<file path="config.mk">
export PLATFORM = sky130hd
export DESIGN_NAME = lab3_serial_bls_sub_flat
export DESIGN_NICKNAME = d
export VERILOG_FILES = /design/src/rtl/lab3_sub_pkg.sv /design/src/rtl/lab3_serial_bls_sub_if.sv /design/src/rtl/bls4_slice.sv /design/src/rtl/lab3_serial_bls_sub.sv /design/src/flat_wrapper.sv
export SDC_FILE = /design/constraint.sdc
export NUM_CORES = 1
export LEC_CHECK = 0
export CORE_ASPECT_RATIO = 0.9
export CORE_UTILIZATION = 25
export DETAILED_ROUTE_END_ITERATION = 8
export GPL_ROUTABILITY_DRIVEN = 0
export HOLD_SLACK_MARGIN = 0.12
export PLACE_DENSITY = 0.43
export SLEW_MARGIN = 10
export SYNTH_ARGS = -nofsm -noshare
export SYNTH_HDL_FRONTEND = slang
export SYNTH_HIERARCHICAL = 1
export SYNTH_SLANG_ARGS = --single-unit
</file>
<file path="constraint.sdc">
create_clock -name clk -period 2.82 [get_ports clk]
set_input_delay 0.282 -clock clk [delete_from_list [all_inputs] [get_ports clk]]
set_output_delay 0.282 -clock clk [all_outputs]
set_load 0.02 [all_outputs]
</file>
<file path="src/rtl/lab3_sub_pkg.sv">
// Shared types and constants for the nibble-serial borrow-lookahead subtractor.
package lab3_sub_pkg;

    localparam int NIB_W = 4;

    typedef enum logic [1:0] {
        IDLE = 2'd0,
        RUN  = 2'd1,
        DONE = 2'd2
    } state_e;

endpackage

</file>
<file path="src/rtl/lab3_serial_bls_sub_if.sv">
// Request/result bundle for lab3_serial_bls_sub.
// Carries ovf only when SUB_OVERFLOW_EN is defined.
interface lab3_serial_bls_sub_if #(parameter int NIBBLES = 4);
    import lab3_sub_pkg::*;

    localparam int W = NIB_W * NIBBLES;

    logic         start;
    logic [W-1:0] a;
    logic [W-1:0] b;
    logic         bin;
    logic         busy;
    logic         done;
    logic [W-1:0] d;
    logic         bout;
`ifdef SUB_OVERFLOW_EN
    logic         ovf;
`endif

    modport master (
`ifdef SUB_OVERFLOW_EN
        input  ovf,
`endif
        output start, a, b, bin,
        input  busy, done, d, bout
    );

    modport slave (
`ifdef SUB_OVERFLOW_EN
        output ovf,
`endif
        input  start, a, b, bin,
        output busy, done, d, bout
    );

endinterface

</file>
<file path="src/rtl/bls4_slice.sv">
// Combinational 4-bit borrow-lookahead subtractor slice: {bo, d4} = a4 - b4 - bi.
module bls4_slice (
    input  logic [3:0] a4,
    input  logic [3:0] b4,
    input  logic       bi,
    output logic [3:0] d4,
    output logic       bo
);

    logic [3:0] g;   // bit generates a borrow on its own (a=0, b=1)
    logic [3:0] p;   // bit passes an incoming borrow through (a == b)
    logic [4:0] c;   // borrow into each bit, c[4] is the slice borrow-out

    // Generate/propagate terms and flattened lookahead borrows
    always_comb begin
        g    = ~a4 & b4;
        p    = ~(a4 ^ b4);
        c[0] = bi;
        c[1] = g[0] | (p[0] & bi);
        c[2] = g[1] | (p[1] & g[0]) | (p[1] & p[0] & bi);
        c[3] = g[2] | (p[2] & g[1]) | (p[2] & p[1] & g[0]) | (p[2] & p[1] & p[0] & bi);
        c[4] = g[3] | (p[3] & g[2]) | (p[3] & p[2] & g[1]) | (p[3] & p[2] & p[1] & g[0])
             | (p[3] & p[2] & p[1] & p[0] & bi);
        d4   = a4 ^ b4 ^ c[3:0];
        bo   = c[4];
    end

endmodule

</file>
<file path="src/rtl/lab3_serial_bls_sub.sv">
// Nibble-serial wide subtractor D = A - B - bin, one bls4_slice pass per cycle,
// LSB nibble first, borrow carried between cycles in br.
// Optional signed-overflow flag under SUB_OVERFLOW_EN.
module lab3_serial_bls_sub
    import lab3_sub_pkg::*;
#(
    parameter int NIBBLES = 4
) (
    input  logic                 clk,
    input  logic                 rst_n,
    lab3_serial_bls_sub_if.slave bus
);

    localparam int              W    = NIB_W * NIBBLES;
    localparam int              IW   = $clog2(NIBBLES);
    localparam logic [IW-1:0]   LAST = IW'(NIBBLES - 1);

    state_e        state;
    logic [W-1:0]  a_r;
    logic [W-1:0]  b_r;
    logic [W-1:0]  d_r;
    logic [IW-1:0] idx;
    logic          br;
    logic          busy_r;
    logic          done_r;
    logic          bout_r;
`ifdef SUB_OVERFLOW_EN
    logic          ovf_r;
`endif

    logic [NIB_W-1:0] diff4;
    logic             br_next;

    bls4_slice u_slice (
        .a4 (a_r[idx*NIB_W +: NIB_W]),
        .b4 (b_r[idx*NIB_W +: NIB_W]),
        .bi (br),
        .d4 (diff4),
        .bo (br_next)
    );

    // Control FSM with registered outputs; one nibble retired per RUN cycle
    always_ff @(posedge clk or negedge rst_n) begin
        if (!rst_n) begin
            state  <= IDLE;
            a_r    <= '0;
            b_r    <= '0;
            d_r    <= '0;
            idx    <= '0;
            br     <= 1'b0;
            busy_r <= 1'b0;
            done_r <= 1'b0;
            bout_r <= 1'b0;
`ifdef SUB_OVERFLOW_EN
            ovf_r  <= 1'b0;
`endif
        end else begin
            case (state)
                IDLE, DONE: begin
                    done_r <= 1'b0;
                    if (bus.start) begin
                        a_r    <= bus.a;
                        b_r    <= bus.b;
                        br     <= bus.bin;
                        d_r    <= '0;
                        idx    <= '0;
                        busy_r <= 1'b1;
                        state  <= RUN;
                    end else begin
                        state  <= IDLE;
                    end
                end
                RUN: begin
                    d_r[idx*NIB_W +: NIB_W] <= diff4;
                    br <= br_next;
                    if (idx == LAST) begin
                        // Last slice: publish result; idx stays put until next accept
                        bout_r <= br_next;
                        busy_r <= 1'b0;
                        done_r <= 1'b1;
                        state  <= DONE;
`ifdef SUB_OVERFLOW_EN
                        ovf_r  <= (a_r[W-1] != b_r[W-1]) & (diff4[NIB_W-1] != a_r[W-1]);
`endif
                    end else begin
                        idx <= idx + 1'b1;
                    end
                end
                default: begin
                    state  <= IDLE;
                    busy_r <= 1'b0;
                    done_r <= 1'b0;
                end
            endcase
        end
    end

    assign bus.busy = busy_r;
    assign bus.done = done_r;
    assign bus.d    = d_r;
    assign bus.bout = bout_r;
`ifdef SUB_OVERFLOW_EN
    assign bus.ovf  = ovf_r;
`endif

endmodule

</file>
<file path="src/flat_wrapper.sv">
// flat-port wrapper written by rule: the top's interface ports become plain ports
module lab3_serial_bls_sub_flat import lab3_sub_pkg::*;
#(
    parameter int NIBBLES = 4
)
  (clk, rst_n, bus_start, bus_a, bus_b, bus_bin, bus_busy, bus_done, bus_d, bus_bout);
  lab3_serial_bls_sub_if #(.NIBBLES(NIBBLES)) bus_i ();
  input  logic clk;
  input  logic rst_n;
  input wire logic [$bits(bus_i.start)-1:0] bus_start;
  input wire logic [$bits(bus_i.a)-1:0] bus_a;
  input wire logic [$bits(bus_i.b)-1:0] bus_b;
  input wire logic [$bits(bus_i.bin)-1:0] bus_bin;
  output wire logic [$bits(bus_i.busy)-1:0] bus_busy;
  output wire logic [$bits(bus_i.done)-1:0] bus_done;
  output wire logic [$bits(bus_i.d)-1:0] bus_d;
  output wire logic [$bits(bus_i.bout)-1:0] bus_bout;
  assign bus_i.start = bus_start;
  assign bus_i.a = bus_a;
  assign bus_i.b = bus_b;
  assign bus_i.bin = bus_bin;
  assign bus_busy = bus_i.busy;
  assign bus_done = bus_i.done;
  assign bus_d = bus_i.d;
  assign bus_bout = bus_i.bout;
  lab3_serial_bls_sub #(.NIBBLES(NIBBLES)) u_core (.clk(clk), .rst_n(rst_n), .bus(bus_i));
endmodule
</file>
==> results of run 1 <==
## worst max-delay path: stages (launching register included)
cell and delay, ns:
dfrtp_1 0.43, buf_4 0.21, mux4_2 0.51, inv_1 0.07
ha_1 0.28, a21o_1 0.19, a211o_1 0.34, mux2_2 0.27
## layout make-up
cell class | instances | area, um^2
fillers | 1034 | 6810
flip-flops and latches | 55 | 1380
multi-input cells | 110 | 1270
repair buffers | 61 | 603
well taps | 129 | 161
clock buffers | 6 | 129
inverters | 10 | 37.5
clock inverters | 1 | 30.0
## synthesized netlist by cell type (2+ instances only)
cell and instances:
dfrtp_1 55, mux2_4 30, a22o_1 13, ha_1 11
inv_1 10, a21oi_1 8, mux4_2 8, nor2_1 5
a22o_2 4, buf_6 4, mux2_2 4, nand2_1 3
a21o_1 2, nor3_1 2, o21ai_0 2, xor2_1 2
## report_power, final
part	internal (mW)	total [mW]	switching, mW
clock network	0.415	0.686	0.271
logic	1.33	2.63	1.31
registers	1.15	1.44	0.286
total	2.89	4.76	1.86
## worst max-delay path by stage
stage | end | slack (ns) | startpoint
after detailed placement | u_core/bus.bout | 0.39 | u_core/idx[0]
after global placement | u_core/bus.bout | 0.43 | u_core/idx[0]
after floorplan | u_core/bus.bout | 0.34 | u_core/idx[0]
final | u_core/bus.bout | 0.40 | u_core/idx[0]
after CTS | u_core/bus.bout | 0.37 | u_core/idx[0]
after global routing | u_core/bus.d[2] | 0.20 | u_core/idx[0]
## registers in the layout, indices dropped and copies added, names as in the netlist
name	count
u_core/br	1
u_core/bus.d	16
u_core/idx	2
u_core/bus.done	1
u_core/bus.busy	1
u_core/b_r	16
u_core/state	1
u_core/a_r	16
u_core/bus.bout	1
## layer usage
metal	wire (um)	vias up	GRT usage, %
met2	2750	44	18.0
met1	2950	819	15.3
met4	51	0	3.90
met3	229	6	2.57
met5	0	-	0
li1	-	787	-
## cells by family after synthesis
group | after synthesis
buffers and inverters | 16
and+or+nand+nor | 21
adders and majority gates | 12
AOI/OAI and AO/OA | 32
muxes | 43
DFF | 55
xor gates and xnor gates | 2
## metrics by stage
step / utilization, % / worst slack [ns] / total power, mW / hold slack [ns] / instances
finish: 34.6 / 0.404 / 4.76 / 0.500 / 372
global route: 34.6 / 0.197 / 5.13 / 0.528 / 372
CTS: 34.6 / 0.367 / 4.83 / 0.508 / 372
detailed placement: 33.0 / 0.387 / 4.13 / 0.380 / 364
global placement: 33.0 / 0.426 / 4.09 / 0.376 / 364
floorplan: - / 0.345 / 3.28 / -0.0136 / 181
==> flow_summary_export.csv, run 1 <==
group,metric,value,unit
final_layout,area_delta_synth_final,31.9,%
synthesis,synthMuxAreaShare,25.0,%
synthesis,syn_area,2740,um^2
clocking,cts_tree,"done",
drt,drt-pass1-iter-count,6,
synthesis,synth_cell_type_count,34,
synthesis,synth_compound_area_share,8.91,%
synthesis,synth_flop_cell,"dfrtp_1",
global_routing,grt_pass1_vias,1801,
drt,viasPerCell,4.45,
synthesis,synth_xor_area_share,0.640,%
pwr,ir_drop,0.421,mV
timing,setup_viol,0,
setup_path,critPathArrivalTime,2.59,ns
synthesis,synthSimpleGateAreaFrac,5.94,%
setup_path,critPathLaunchType,"flip-flop",
global_routing,grt_pass1_wl,9.79,mm
floorplan,die-area,11400,um^2
synthesis,synth-edff-count,0,
min_path,holdCritStartpoint,"u_core/bus.d[5]",
floorplan,die_h,101,um
synthesis,synthAdderAreaFrac,5.76,%
synthesis,async_flop_share,100,%
synthesis,synth_area_leaders,"dfrtp_1, mux2_4, mux4_2",
floorplan,rows,35,
drt,drt_wl_total,5.98,mm
synthesis,syn-num-nets,229,
min_path,hold_depth,1,
clocking,cts_resized,0,
global_routing,antenna_found_initial,0,
synthesis,synth-seq-cells,55,
setup_path,reg2reg_to,"u_core/bus.bout",
setup_path,crit_fanout,6,
synthesis,synth-seq-area-share,50.3,%
drt,wl_per_cell,16.1,um
clocking,clk_pin_slew,0.07,ns
timing,slew_violations,0,
timing,rsz0062_at_grt,"no",
synthesis,synthDominantCellAreaShare,50.3,%
clocking,cts_sinks,55,
synthesis,syn-instance-count,181,
final_layout,layout_commonest_cell,"dfrtp_1",
synthesis,syn_area_per_cell,15.1,um^2
synthesis,synth_top_cell_by_area,"dfrtp_1",
run_status,violations,"DRC",
placed_design,io_buffers,54,
run_status,status,"finished with violations",
pwr,power_density,1320,nW/um^2
setup_path,reg2reg_depth,7,
flow_run,maxCapViolCount,0,
final_layout,drive_gt1_share,27.6,%
clocking,cts_setup_buffers,0,
setup_path,worstSetupPathType,"flip-flop to flip-flop",
clocking,htreeDepth,2,
clocking,cts_root_buf,"clkbuf_16",
global_routing,grt_use_total,11.3,%
drt,drc_errors,3,
synthesis,yosysWarnings,6,
timing,min_period,2.42,ns
final_layout,final_cell_mix,"dfrtp_1, clkdlybuf4s50_1, mux2_4",
floorplan,initial_core_util,26.3,%
final_layout,nNetsFinal,291,
setup_path,r2r-start,"u_core/idx[0]",
drt,detail-route-antenna-nets,0,
drt,drtIter0Drc,57,
setup_path,r2r_setup_slack,0.40,ns
placed_design,post_dp_cell_area,3440,um^2
min_path,hp-class,"flip-flop to flip-flop",
timing,min_period_over_period,85.7,%
floorplan,die_x,112,um
timing,finalHoldViolations,0,
floorplan,core-area,10400,um^2
clocking,cts.path.max_buffers,2,
synthesis,synth_top_family_by_area,"multiplexers",
clocking,ctsHoldBuffers,1,
final_layout,antenna_cells,0,
timing,max_freq,414,MHz
timing,setup_tns,0,ns
timing,slew_headroom,52.8,%
floorplan,pin_count,55,
timing,worst_pin_slew,0.708,ns
drt,num_vias,1656,
clocking,numCtsBuffers,5,
setup_path,required,3.00,ns
global_routing,grt_overflow_total,0,
final_layout,fin_area,3610,um^2
min_path,min_to,"u_core/bus.d[5]",
clocking,insertion_delay,0.29,ns
placed_design,hpwl,4.57,mm
setup_path,crit_path_end_kind,"flip-flop",
global_routing,grt_max_degree,30,
pwr,p_leak,1.59,nW
timing,final.setup_skew,0.00265,ns
Power figures use the tool's default switching activity.
==> run 2, diff against run 1 <==
ABC_CLOCK_PERIOD_IN_PS = 2820   (was unset)
==> results of run 2 <==
The final DEF is identical to that of run 1; final timing and power are the same.
